===== src/rtl/inst_fetch.sv =====
// Instruction fetch unit: issues one instruction-memory read at a time and
// queues returned words with their addresses in a small prefetch FIFO for decode.
module inst_fetch #(
   parameter int          DEPTH    = 4,
   parameter logic [31:0] RESET_PC = 32'h00000000
) (
   input  logic        clk,
   input  logic        rst,
   output logic        imem_req,
   output logic [31:0] imem_addr,
   input  logic        imem_ack,
   input  logic [31:0] imem_rdata,
   input  logic        redirect,
   input  logic [31:0] redirect_pc,
   output logic        inst_valid,
   output logic [31:0] inst,
   output logic [31:0] inst_pc,
   input  logic        inst_ready
);

   localparam int AW = $clog2(DEPTH);

   typedef enum logic [1:0] {
      IDLE,
      WAIT,
      DROP
   } state_t;

   state_t        state, next_state;
   logic [31:0]   fetch_pc;
   logic [AW:0]   count;
   logic [AW-1:0] wr_ptr, rd_ptr;
   logic [31:0]   pc_mem   [DEPTH];
   logic [31:0]   word_mem [DEPTH];

   logic push, pop, flush;

   // A request may only go out while a FIFO slot is guaranteed for its data.
   assign imem_req  = (state == IDLE) & (count < (AW+1)'(DEPTH)) & ~redirect & ~rst;
   assign imem_addr = fetch_pc;

   assign inst_valid = (count != '0) & ~redirect;
   assign pop        = inst_valid & inst_ready;
   assign inst       = (count != '0) ? word_mem[rd_ptr] : '0;
   assign inst_pc    = (count != '0) ? pc_mem[rd_ptr]   : '0;

   // NOTE: every signal written here gets a default first, otherwise an
   // unassigned path through the case turns it into a latch.
   always_comb begin
      next_state = state;
      push       = 1'b0;
      flush      = 1'b0;
      case (state)
         IDLE: begin
            if (redirect)      flush      = 1'b1;
            else if (imem_req) next_state = WAIT;
         end
         WAIT: begin
            if (redirect) begin
               flush      = 1'b1;
               next_state = imem_ack ? IDLE : DROP;
            end else if (imem_ack) begin
               push       = 1'b1;
               next_state = IDLE;
            end
         end
         DROP: begin
            if (redirect) begin
               flush      = 1'b1;
               next_state = imem_ack ? IDLE : DROP;
            end else if (imem_ack) begin
               next_state = IDLE;
            end
         end
         default: next_state = IDLE;
      endcase
   end

   always_ff @(posedge clk or posedge rst) begin
      if (rst) begin
         state    <= IDLE;
         fetch_pc <= RESET_PC;
         count    <= '0;
         wr_ptr   <= '0;
         rd_ptr   <= '0;
      end else begin
         state <= next_state;
         if (flush) begin
            fetch_pc <= redirect_pc;
            count    <= '0;
            wr_ptr   <= '0;
            rd_ptr   <= '0;
         end else begin
            if (push) begin
               fetch_pc <= fetch_pc + 32'd4;
               wr_ptr   <= wr_ptr + 1'b1;
            end
            if (pop) rd_ptr <= rd_ptr + 1'b1;
            count <= count + (AW+1)'(push) - (AW+1)'(pop);
         end
      end
   end

   // NOTE: the storage array has no reset; outputs are gated by count, so
   // stale entries are never visible and the array can map to plain RAM.
   always_ff @(posedge clk) begin
      if (push) begin
         pc_mem[wr_ptr]   <= fetch_pc;
         word_mem[wr_ptr] <= imem_rdata;
      end
   end

endmodule


===== config.mk =====
export PLATFORM = sky130hd
export DESIGN_NAME = inst_fetch
export DESIGN_NICKNAME = d
export VERILOG_FILES = /design/src/rtl/inst_fetch.sv
export SDC_FILE = /design/constraint.sdc
export NUM_CORES = 1
export LEC_CHECK = 0
export CAP_MARGIN = 30
export CORE_AREA = 2 2 159 161
export CTS_CLUSTER_DIAMETER = 150
export DETAILED_ROUTE_END_ITERATION = 10
export DIE_AREA = 0 0 161 163
export DONT_BUFFER_PORTS = 1
export GPL_TIMING_DRIVEN = 0
export PLACE_DENSITY = 0.68
export SYNTH_ARGS = -nofsm -noshare
export SYNTH_HDL_FRONTEND = slang
export SYNTH_SLANG_ARGS = --single-unit

===== constraint.sdc =====
create_clock -name clk -period 2.9 [get_ports clk]
set_clock_uncertainty 0.1 [all_clocks]
set_input_delay 0.435 -clock clk [delete_from_list [all_inputs] [get_ports clk]]
set_output_delay 0.435 -clock clk [all_outputs]
set_load 0.02 [all_outputs]

# After elaboration in Yosys (flattened, before gate mapping)
# Memories as Yosys holds them, arrays and structs flattened.
# Index checks and enable logic that the tools add are counted.
[totals] reg_bits=41 ram_bits=256 inputBits=69 memories=2
[classes] add_sub_neg=5 n_lt_le_gt_ge=1 n_eq_ne=5 mux=22 bitwise=7 reduce_logical=7
[mem_list] memory="pc_mem" words=4 word_bits=32 rd=1 rd_ports_with_merged_regs=0 write_ports=1 line="33" source="logic [31:0] pc_mem [DEPTH];"
[mem_list] memory="word_mem" words=4 word_bits=32 rd=1 rd_ports_with_merged_regs=0 write_ports=1 line="34" source="logic [31:0] word_mem [DEPTH];"
[op_table] op="$mux 32" count=4
[op_table] op="$add 32x3->32 const B" count=1
[op_table] op="$mux 2" count=9
[op_table] op="$mux 1" count=7
[op_table] op="$and 1x1->1" count=5
[op_table] op="$add 2x1->2 const B" count=2
[op_table] op="$ne 2x2->1 const B" count=2
[op_table] op="$pmux 2 s2" count=1
[op_table] op="$reduce_bool 2->1" count=2
[op_table] op="$add 3x1->3" count=1
[op_table] op="$lt 3x3->1 const B" count=1
[op_table] op="$mux 3" count=1
[op_table] op="$ne 3x1->1 const B" count=1
[op_table] op="$reduce_and 3->1" count=1
[op_table] op="$reduce_bool 3->1" count=1
[op_table] op="$reduce_or 3->1" count=1
[op_table] op="$sub 3x1->3" count=1
[op_table] op="$eq 2x1->1 const B" count=1
[op_table] op="$eq 2x2->1 const B" count=1
[op_table] op="$logic_not 2->1" count=1
[op_table] op="$not 1->1" count=2
[op_table] op="$reduce_or 2->1" count=1

# Longest topological paths before layout
# Gate-level depths: netlist of the first run.
[logic_depth] depth_word=7 depth_mapped=12 ltp_nobuf=12

# Worst setup path after synthesis of the first run
# No wires, ideal clock.
[synth_timing] path_type="reg-to-reg" start="reg state[1]" end="mem pc_mem[0][0] (enable)" t_arrival_ns=2.620 slack_ns=-0.249 stages_incl_launch_ff=6 n_path_buf=1 path_cell_list="dfrtp_1 inv_1 ha_1 and3b_1 clkbuf_1 and2_1"
[synth_between] elab_chain_len=4
[synth_lines] item="from (decl)" line="29" source="state_t state, next_state;"
[synth_lines] item="from (signal assigned)" line="87" source="state <= next_state;"
[synth_lines] item="$eq 2x1->1" line="53" source="case (state)"
[synth_lines] item="$mux 1" line="53"
[synth_lines] item="$mux 1" line="107" source="if (push) begin"
[synth_lines] item="$mux 1 (implied by the code)" line="108" source="pc_mem[wr_ptr] <= fetch_pc;"
[synth_lines] item="to (decl)" line="33"
# Every way passes these cells.

# Worst setup path in the final report of the first run
[layout_timing] start="reg rd_ptr[1]" end="out inst_pc[1]"
[layout_between] elab_chain_len=2
[layout_lines] item="from (decl)" line="32" source="logic [AW-1:0] wr_ptr, rd_ptr;"
[layout_lines] item="from (signal assigned)" line="98" source="if (pop) rd_ptr <= rd_ptr + 1'b1;"
[layout_lines] item="$mem_v2 4x32"
[layout_lines] item="$mux 32" line="45" source="assign inst_pc = (count != '0) ? pc_mem[rd_ptr] : '0;"
[layout_lines] item="to (decl)" line="17" source="output logic [31:0] inst_pc,"
# Every way passes these cells.

==> results.cfg, run 1 <==
[worst_setup_path]
timing.critical_path.from_type = register
criticalPathCategory = reg2out
worst_setup_path_end_kind = output pin
worst-endpoint-arrival_ps = 2240
max_stage_delay_ps = 410
critPathBufInv = 2
crit_path_cell_trace = clkbuf_2 > clkbuf_2 > mux4_2 > nor2b_1
critPathTopFamily = buffers and inverters
crit_path_required_time_ps = 2370
cell_mode_on_critical_path = sky130_fd_sc_hd__clkbuf_2
crit_fanout = 10
critPathSlowestCell = sky130_fd_sc_hd__nor2b_1
regToRegSetupSlack_ps = 280

[routing]
vias = 6590
postRouteWirelength_um = 26100
detail_route.wl_per_cell_um = 22.9
residual_drc = 0
viasPerCell = 5.77
drt-initial-drc-count = 472
detail_route.first_pass.iterations = 5
postRouteAntennaNets = 0

[cts]
number_of_buffers_on_the_longest_clock_path = 3
clock_latency_ps = 540
cts-buffers-inserted = 31
cts.repair_timing.setup_buffer_count = 0
cts_tree = yes
ctsHtreeMaxLevel = 1
clk_root_buffer_cell = sky130_fd_sc_hd__clkbuf_16
clock_sink_count = 297
clock_pin_slew_reported_for_the_worst_setup_and_hold_paths_after_clock_tree_synthesis_ps = 60

[power]
power_leakage_nw = 4.66
peakVddDrop_uv = 566
power-per-cell-area_nw_per_um2 = 870

[floorplan]
design.die.area_um2 = 26200
die_height_um = 163
core_area_um2 = 24700
dieWidth_um = 161
io-pin-count = 167
floorplan.initialDensity_pct = 49.1
total_number_of_placement_rows = 58

[global_routing]
groute.usage.overall_pct = 20.1
pin_count_of_the_biggest_net_entering_global_routing = 56
globalRoute.totalOverflow = 0
first_pass_grt_wire_length_um = 40400
first_global_vias = 6903
antenna_found_initial = 0

[sta]
total_of_endpoints_with_negative_setup_slack_in_the_final_report = 0
final.setup.tns_ps = 0
maxSlewHeadroom_pct = 50.3
rsz_0062_raised_after_global_routing = false
worst-slew-pin-transition_ps = 746
post-route-period-util_pct = 95.5
finalCriticalPeriod_ps = 2770
finalMaxSlewViolations = 0
hold_violations = 0
max_freq_mhz = 361

[synth]
ys_top_cells_by_count = 256 x sky130_fd_sc_hd__edfxtp_1, 65 x sky130_fd_sc_hd__nor2b_1, 64 x sky130_fd_sc_hd__mux4_2
synth_seq_cells = 297
ys_async_sr_fraction_pct = 13.8
distinct_cell_type_count_of_the_synthesized_netlist = 46
synth-warning-count = 0
syn-cell-area_um2 = 12100
number_of_enable_flip_flop_cells_after_synthesis = 256
synthMostInstantiatedCell = sky130_fd_sc_hd__edfxtp_1
mappedNetlistNets = 769
synth_top_flop_cell = sky130_fd_sc_hd__edfxtp_1
largest_cells_by_area_after_synthesis = sky130_fd_sc_hd__edfxtp_1 63%, sky130_fd_sc_hd__mux4_2 12%, sky130_fd_sc_hd__dfrtp_1 8.5%
synthesis.instances = 687
post_synth.cell_area_avg_um2 = 17.6
synth.yosys.seq_area_share_pct = 71.9
synth_top_area_share_pct = 63.5
yosysTopAreaCell = sky130_fd_sc_hd__edfxtp_1

[place]
finalWeightedCongestion = 0.851
dp_hpwl_um = 16700
port_buffers = 0

[layout]
fillers = 1855
insertedDiodeCount = 0
fin_nets = 874
layout-area-overhead-vs-synth_pct = 18.6
final_layout_size_suffix_gt1_share_pct = 18.0
utilization_pct = 58.2

[flow_run]
drv.max_cap_violation_count = 0

[status]
outcome = finished, final reports clean

[hold_path]
worst_hold_path_type = in2reg
-- metrics by stage --
stage                     cells  worst slack [ps]  power, mW  hold WS (ps)  cell area, µm²
after floorplan             687               441       7.88           406           12100
after global placement     1017              -295       8.60           426           12500
after detailed placement   1022              73.0       8.71           434           12600
after CTS                  1141              6.19       12.6           109           14300
after global routing       1142              3.35       13.1           110           14400
final                      1142               130       12.5           138           14400
-- sequential cells by signal (all words and copies together) (netlist names) --
| register | cells |
|---|---|
| count | 3 |
| imem_addr | 32 |
| pc_mem | 128 |
| rd_ptr | 2 |
| state | 2 |
| word_mem | 128 |
| wr_ptr | 2 |
-- cells by family after synthesis --
kind of cell             share of synthesized area (%)
adder cells (fa/ha/maj)                           1.41
multiplexers                                      12.0
AO/OA/AOI/OAI                                     2.80
flip-flops                                        71.9
buffers and inverters                             1.58
XOR/XNOR                                         0.868
AND/OR/NAND/NOR                                   9.40
-- worst min-delay path, stage by stage --
cell and delay, ps:
sky130_fd_sc_hd__nor4bb_1 130, sky130_fd_sc_hd__xnor2_1 130, sky130_fd_sc_hd__nor2_1 40
-- layout make-up --
cell class                      count  area, µm²  area share [%]
Sequential cell                   297       8710            60.7
Multi-Input combinational cell    341       3230            22.5
Clock buffer                       37        798            5.56
Timing Repair Buffer               72        796            5.54
Tap cell                          330        413            2.87
Buffer                             35        191            1.33
Clock inverter                     16        174            1.21
Inverter                           14       52.6           0.366
-- timing repair --
action                                  in CTS  in global routing
hold endpoints to repair                   202                  0
gates resized for setup                     21                  9
pin swaps                                    0                  0
gates cloned                                 0                  0
endpoints found under the setup margin      59                 31
hold buffers                                66                  0
-- power by group --
part,switching (mW),internal [mW],total [mW]
combinational,1.96,1.02,2.99
sequential,0.591,5.14,5.73
clock,1.50,2.29,3.78
-- routing by layer --
| metal | global-route usage, % | up-vias | share of wire (%) |
|---|---|---|---|
| met4 | 4.63 | 0 | 1.4 |
| met1 | 26.6 | 3376 | 41 |
| met2 | 33.8 | 257 | 50 |
| met5 | 0 | - | 0 |
| met3 | 5.27 | 25 | 7.8 |
| li1 | - | 2932 | - |
-- worst paths after layout --
| check | start | cells after the start | endpoint |
|---|---|---|---|
| hold reg to reg | wr_ptr[0] | 1 | wr_ptr[0] |
| setup reg to reg | imem_addr[13] | 5 | imem_addr[29] |
| min in group asynchronous | rst | 2 | imem_addr[31] |
| setup / recovery | rd_ptr[1] | 4 | inst_pc[1] |
| max in group asynchronous | rst | 3 | imem_addr[0] |
| hold / removal | inst_ready | 3 | rd_ptr[1] |
-- cells in the final DEF (no fill, tap or decap), types with 6 or more instances in the layout --
| cell | Yosys | layout |
|---|---|---|
| sky130_fd_sc_hd__ha_1 | 12 | 12 |
| sky130_fd_sc_hd__inv_1 | 14 | 13 |
| sky130_fd_sc_hd__clkbuf_16 | 0 | 31 |
| sky130_fd_sc_hd__clkinv_1 | 0 | 8 |
| sky130_fd_sc_hd__clkbuf_1 | 25 | 21 |
| sky130_fd_sc_hd__a31oi_1 | 14 | 14 |
| sky130_fd_sc_hd__mux4_2 | 64 | 64 |
| sky130_fd_sc_hd__dlygate4sd3_1 | 0 | 66 |
| sky130_fd_sc_hd__dfrtp_1 | 41 | 41 |
| sky130_fd_sc_hd__o31ai_1 | 10 | 10 |
| sky130_fd_sc_hd__o21ai_0 | 12 | 12 |
| sky130_fd_sc_hd__or4_1 | 12 | 12 |
| sky130_fd_sc_hd__nand3_1 | 15 | 15 |
| sky130_fd_sc_hd__nor2b_1 | 65 | 61 |
| sky130_fd_sc_hd__nand4_1 | 13 | 13 |
| sky130_fd_sc_hd__nor3_1 | 9 | 9 |
| sky130_fd_sc_hd__nand2_1 | 32 | 32 |
| sky130_fd_sc_hd__nor2_1 | 26 | 26 |
| sky130_fd_sc_hd__edfxtp_1 | 256 | 256 |
| sky130_fd_sc_hd__xnor2_1 | 8 | 8 |
| sky130_fd_sc_hd__clkbuf_2 | 0 | 9 |
| sky130_fd_sc_hd__nor4_1 | 6 | 6 |
No activity file was read; power rests on OpenSTA's default activity.
==> run 2: changes to the inputs <==
--- a/config.mk
+++ b/config.mk
@@ -12,7 +12,9 @@
 export DIE_AREA = 0 0 161 163
 export DONT_BUFFER_PORTS = 1
 export GPL_TIMING_DRIVEN = 0
-export PLACE_DENSITY = 0.68
+export PLACE_DENSITY = 0.67
+export SETUP_SLACK_MARGIN = 0.2
 export SYNTH_ARGS = -nofsm -noshare
 export SYNTH_HDL_FRONTEND = slang
 export SYNTH_SLANG_ARGS = --single-unit
+export TNS_END_PERCENT = 20
==> run 2 against run 1 <==
  * Largest power group unchanged
  * Clock power up 6.1%
  * Sequential share of layout area down 1.2 points
  * Critical path type unchanged
  * Die area unchanged
  * Final cell count up 0.79%
  * Total power up 4.2%
  * Largest cell class unchanged
==> results.cfg, run 2 (same netlist as run 1, synthesis figures left out) <==
[hold_path]
hold_path.startpoint = inst_ready
hold_path_depth = 3
worst_hold_path_type = in2reg
worstHoldEndpoint = rd_ptr[1]

[cts]
cts-buffers-inserted = 31
number_of_buffers_on_the_longest_clock_path = 3
clock_sink_count = 297
cts_tree = yes
clk_root_buffer_cell = sky130_fd_sc_hd__clkbuf_16
ctsHtreeMaxLevel = 1
clock_latency_ps = 550
clock_pin_slew_reported_for_the_worst_setup_and_hold_paths_after_clock_tree_synthesis_ps = 60

[flow_run]
drv.max_cap_violation_count = 0

[worst_setup_path]
worst_setup_path_end_kind = output pin
critPathLaunch = count[1]
critPathSlowestCell = sky130_fd_sc_hd__dfrtp_1
worst-endpoint-arrival_ps = 2080
max_stage_delay_ps = 430
crit_path_cell_trace = nor3_2 > clkbuf_4 > clkbuf_2 > nor2b_1
critPathTopFamily = buffers and inverters
critPathBufInv = 2
criticalPathCategory = reg2out
timing.critical_path.from_type = register
crit_path_required_time_ps = 2370
ff2ff_path_depth = 12
timing.rr.start = state[1]
worst_r2r_end = count[2]
crit_fanout = 10
regToRegSetupSlack_ps = 320

[layout]
fillers = 1828
layout-area-overhead-vs-synth_pct = 20.9
layout_common_cells = 256 x sky130_fd_sc_hd__edfxtp_1, 66 x sky130_fd_sc_hd__dlygate4sd3_1, 64 x sky130_fd_sc_hd__mux4_2, 48 x sky130_fd_sc_hd__nor2b_2, 41 x sky130_fd_sc_hd__dfrtp_1
insertedDiodeCount = 0
fin_nets = 878
mostFrequentLayoutCell = sky130_fd_sc_hd__edfxtp_1
final_layout_size_suffix_gt1_share_pct = 25.0

[global_routing]
first_global_vias = 7086
globalRoute.totalOverflow = 0
pin_count_of_the_biggest_net_entering_global_routing = 58
groute.usage.overall_pct = 20.7
first_pass_grt_wire_length_um = 41500
antenna_found_initial = 0

[routing]
postRouteWirelength_um = 26900
viasPerCell = 5.85
residual_drc = 0
detail_route.first_pass.iterations = 5
drt-initial-drc-count = 717
vias = 6734
postRouteAntennaNets = 0
detail_route.wl_per_cell_um = 23.4

[sta]
max_freq_mhz = 382
maxSlewHeadroom_pct = 52.9
rsz_0062_raised_after_global_routing = true
finalMaxSlewViolations = 0
post-route-period-util_pct = 90.3
finalCriticalPeriod_ps = 2620
hold_violations = 0
total_of_endpoints_with_negative_setup_slack_in_the_final_report = 0
worst-slew-pin-transition_ps = 706
final.setup.tns_ps = 0

[floorplan]
die_height_um = 163
total_number_of_placement_rows = 58
dieWidth_um = 161
core_area_um2 = 24700
floorplan.initialDensity_pct = 49.1
io-pin-count = 167
design.die.area_um2 = 26200

[place]
port_buffers = 0
dp_hpwl_um = 17200
finalWeightedCongestion = 0.893

[power]
peakVddDrop_uv = 468
power_leakage_nw = 4.78
design_power_total_mw = 13.0
power-per-cell-area_nw_per_um2 = 890

[status]
outcome = finished, final reports clean
[run 2: cell types whose count changed in the layout (fill, tap and decap cells not counted), sizes merged, moves of 2 or more]
cell,previous run,this run
clkdlybuf4s15,2,0
buf,14,17
clkbuf,62,64
clkinvlp,0,3
[run 2: layout make-up]
| cell class | instances | area, µm² | area share [%] |
|---|---|---|---|
| sequential | 297 | 8710 | 59.5 |
| multi-input combinational | 341 | 3340 | 22.8 |
| timing repair buffer | 76 | 826 | 5.64 |
| clock buffer | 36 | 795 | 5.43 |
| tap | 330 | 413 | 2.82 |
| buffer | 35 | 255 | 1.74 |
| clock inverter | 22 | 248 | 1.69 |
| inverter | 14 | 52.6 | 0.359 |
[run 2: repair_timing]
item                       in CTS  in global routing
resized for setup              56                 47
hold endpoints to repair      200                  2
pin swaps                       0                  0
setup endpoints to repair      64                145
buffers inserted                0                  4
hold buffers                   64                  2
[run 2: per-stage QoR]
| step | setup WS, ps | utilization [%] | instance area, µm² | std cells | hold slack [ps] |
|---|---|---|---|---|---|
| 2_1_floorplan | -248 | - | 12100 | 687 | 406 |
| 4_1_cts | 125 | 58.6 | 14500 | 1144 | 0.926 |
| 5_1_grt | 128 | 59.3 | 14600 | 1151 | 93.4 |
| 3_3_place_gp | -1520 | 50.8 | 12500 | 1017 | 426 |
| 3_5_place_dp | -18.5 | 51.3 | 12600 | 1022 | 434 |
| 6_report | 282 | 59.3 | 14600 | 1151 | 113 |
[run 2: per-layer routing]
metal  wire, µm  part of all wire [%]  vias to the layer above  GRT usage [%]
li1           -                     -                     2947              -
met2      13100                    49                      301           34.1
met5          0                     0                        -              0
met3       2330                   8.7                       43           5.25
met4        482                   1.8                        0           4.91
met1      11000                    41                     3443           27.9
[run 2: worst max-delay path by stage]
| stage | to | cells after the start | slack [ps] |
|---|---|---|---|
| 2_1_floorplan | pc_mem[0][0] | 5 | -250 |
| 3_3_place_gp | word_mem[0][30] | 5 | -1520 |
| 3_5_place_dp | inst_pc[12] | 4 | -20 |
| 4_1_cts | inst[4] | 3 | 130 |
| 5_1_grt | word_mem[3][17] | 6 | 130 |
| 6_report | inst_pc[11] | 4 | 280 |
[run 2: power by group]
group	leakage [nW]	switching, mW	internal (mW)	total [mW]
Clock	0.503	1.60	2.41	4.01
Combinational	1.47	2.09	1.20	3.28
Sequential	2.80	0.600	5.14	5.74
[run 2: worst reg2reg max path, delay by kind of cell (launching register included)]
kind | cells | cell delay (ps)
buffers and inverters | 4 | 370
adders and majority gates | 4 | 1000
DFF | 1 | 410
xor gates and xnor gates | 2 | 320
and+or+nand+nor | 2 | 250
==> run 3: changes to the inputs <==
--- a/config.mk
+++ b/config.mk
@@ -6,13 +6,14 @@
 export NUM_CORES = 1
 export LEC_CHECK = 0
 export CAP_MARGIN = 30
-export CORE_AREA = 2 2 159 161
+export CORE_AREA = 2 2 147 149
+export CTS_BUF_LIST = sky130_fd_sc_hd__clkbuf_8
 export CTS_CLUSTER_DIAMETER = 150
 export DETAILED_ROUTE_END_ITERATION = 10
-export DIE_AREA = 0 0 161 163
+export DIE_AREA = 0 0 149 151
 export DONT_BUFFER_PORTS = 1
 export GPL_TIMING_DRIVEN = 0
-export PLACE_DENSITY = 0.67
+export PLACE_DENSITY = 0.76
 export SETUP_SLACK_MARGIN = 0.2
 export SYNTH_ARGS = -nofsm -noshare
 export SYNTH_HDL_FRONTEND = slang
==> run 3 against run 2 <==
  * Count of clock-buffer cells in the layout grew 13
  * Register-to-register slack worse by 20 ps
  * Final area is 2.5% lower
  * Die area is 14% lower
  * Final cell count fell by 2.8%
  * Flip-flop and latch count unchanged
  * Clock power decreased by 21%
  * Non-clock buffer count fell by 6
  * Critical path type unchanged
  * Critical endpoint is now inst[27]
  * Largest power group unchanged
==> results.cfg, run 3 (same netlist as run 1, synthesis figures left out) <==
[cts]
clock_pin_slew_reported_for_the_worst_setup_and_hold_paths_after_clock_tree_synthesis_ps = 60
ctsHtreeMaxLevel = 2
cts_tree = yes
clock_latency_ps = 550
clk_root_buffer_cell = sky130_fd_sc_hd__clkbuf_8
clock_sink_count = 297
number_of_buffers_on_the_longest_clock_path = 3
cts-buffers-inserted = 47
cts.repair_timing.setup_buffer_count = 0

[place]
dp_hpwl_um = 16500
finalWeightedCongestion = 0.885
preCtsSetupSlack_ps = 88.3
port_buffers = 0

[worst_setup_path]
critPathTopFamily = buffers and inverters
critPathSlowestCell = sky130_fd_sc_hd__dfrtp_1
worst_r2r_end = imem_addr[31]
timing.rr.start = imem_addr[13]
timing.critical_path.from_type = register
worst-endpoint-arrival_ps = 2120
critical_path_cell_count = 4
worst_setup_path_end_kind = output pin
regToRegSetupSlack_ps = 300
crit_path_required_time_ps = 2370
max_stage_delay_ps = 470
critPathBufInv = 2
crit_path_cell_trace = nor3_2 > clkbuf_4 > clkbuf_2 > nor2b_1
ff2ff_path_depth = 5
criticalPathCategory = reg2out
crit_fanout = 10

[power]
power-per-cell-area_nw_per_um2 = 846
design_power_total_mw = 12.1
power_leakage_nw = 4.73
peakVddDrop_uv = 526

[routing]
drt-initial-drc-count = 405
residual_drc = 0
viasPerCell = 6.04
postRouteAntennaNets = 0
detail_route.first_pass.iterations = 5
vias = 6764
detail_route.wl_per_cell_um = 23.0
postRouteWirelength_um = 25700

[layout]
mostFrequentLayoutCell = sky130_fd_sc_hd__edfxtp_1
insertedDiodeCount = 0
layout-area-overhead-vs-synth_pct = 17.9
fin_nets = 888
layout_common_cells = 256 x sky130_fd_sc_hd__edfxtp_1, 65 x sky130_fd_sc_hd__dlygate4sd3_1, 64 x sky130_fd_sc_hd__mux4_2, 49 x sky130_fd_sc_hd__clkbuf_8, 42 x sky130_fd_sc_hd__nor2b_2
fillers = 1348
final_layout_size_suffix_gt1_share_pct = 24.2

[global_routing]
groute.usage.overall_pct = 23.1
globalRoute.totalOverflow = 0
antenna_found_initial = 0
first_global_vias = 7159
first_pass_grt_wire_length_um = 39100
pin_count_of_the_biggest_net_entering_global_routing = 42

[floorplan]
dieWidth_um = 149
die_height_um = 151
design.die.area_um2 = 22500
floorplan.initialDensity_pct = 58.2
io-pin-count = 167
total_number_of_placement_rows = 53
core_area_um2 = 20800

[sta]
post-route-period-util_pct = 91.6
worst-slew-pin-transition_ps = 897
total_of_endpoints_with_negative_setup_slack_in_the_final_report = 0
finalCriticalPeriod_ps = 2660
finalMaxSlewViolations = 0
hold_violations = 0
rsz_0062_raised_after_global_routing = true
maxSlewHeadroom_pct = 40.1
max_freq_mhz = 377
finalWorstSetupSlack_ps = 245

[hold_path]
hold_path_depth = 2
hold_path.startpoint = redirect_pc[28]
worstHoldEndpoint = imem_addr[28]
worst_hold_path_type = in2reg

[flow_run]
drv.max_cap_violation_count = 0

[status]
outcome = finished, final reports clean
==> run 3: timing repair <==
item | in CTS | in global routing
resized for setup | 45 | 41
hold buffers | 65 | 0
setup endpoints to repair | 65 | 105
hold endpoints to repair | 201 | 0
pin swaps | 0 | 0
==> run 3: final cells by class <==
type | count | area, µm² | area share [%]
Inverter | 14 | 52.6 | 0.368
Multi-Input combinational cell | 341 | 3330 | 23.3
Sequential cell | 297 | 8710 | 61.0
Clock inverter | 38 | 185 | 1.30
Tap cell | 275 | 344 | 2.41
Timing Repair Buffer | 70 | 766 | 5.36
Buffer | 35 | 223 | 1.56
Clock buffer | 49 | 674 | 4.72
==> run 3: how the worst max path moves through the flow <==
stage	from	endpoint	slack, ps
6_report	count[2]	inst[27]	240
5_1_grt	rd_ptr[1]	inst[29]	150
4_1_cts	state[1]	imem_req	120
3_5_place_dp	rd_ptr[1]	inst_pc[12]	90
3_3_place_gp	state[1]	word_mem[0][26]	-1450
2_1_floorplan	state[1]	pc_mem[0][0]	-250
==> run 3: where the power goes <==
group / internal, mW / switching (mW) / total [mW]
registers: 5.14 / 0.605 / 5.74
clock network: 1.66 / 1.52 / 3.18
logic: 1.13 / 2.03 / 3.16
total: 7.93 / 4.16 / 12.1
==> run 3: worst register-to-register path: stages (launching register included) <==
cell,delay [ps]
sky130_fd_sc_hd__dfrtp_1,730
sky130_fd_sc_hd__nand4_2,250
sky130_fd_sc_hd__or4_1,570
sky130_fd_sc_hd__buf_2,180
sky130_fd_sc_hd__o311a_2,400
sky130_fd_sc_hd__a211o_1,270
==> run 3: layer usage <==
metal	track usage (%)	up-vias	part of all wire, %
met5	0	-	0
met3	6.75	43	9.0
li1	-	2971	-
met1	29.6	3420	39
met4	6.67	0	1.6
met2	39.0	330	51
==> run 3: through the flow <==
step           instance area, µm²  util, %  hold slack, ps  std cells  TNS [ps]
2_1_floorplan               12100        -             406        687    -31790
3_3_place_gp                12500     59.8             423        962   -211700
3_5_place_dp                12600     60.4             434        966         0
4_1_cts                     14200     68.1            17.0       1118         0
5_1_grt                     14300     68.6            56.2       1119         0
6_report                    14300     68.6            54.3       1119         0
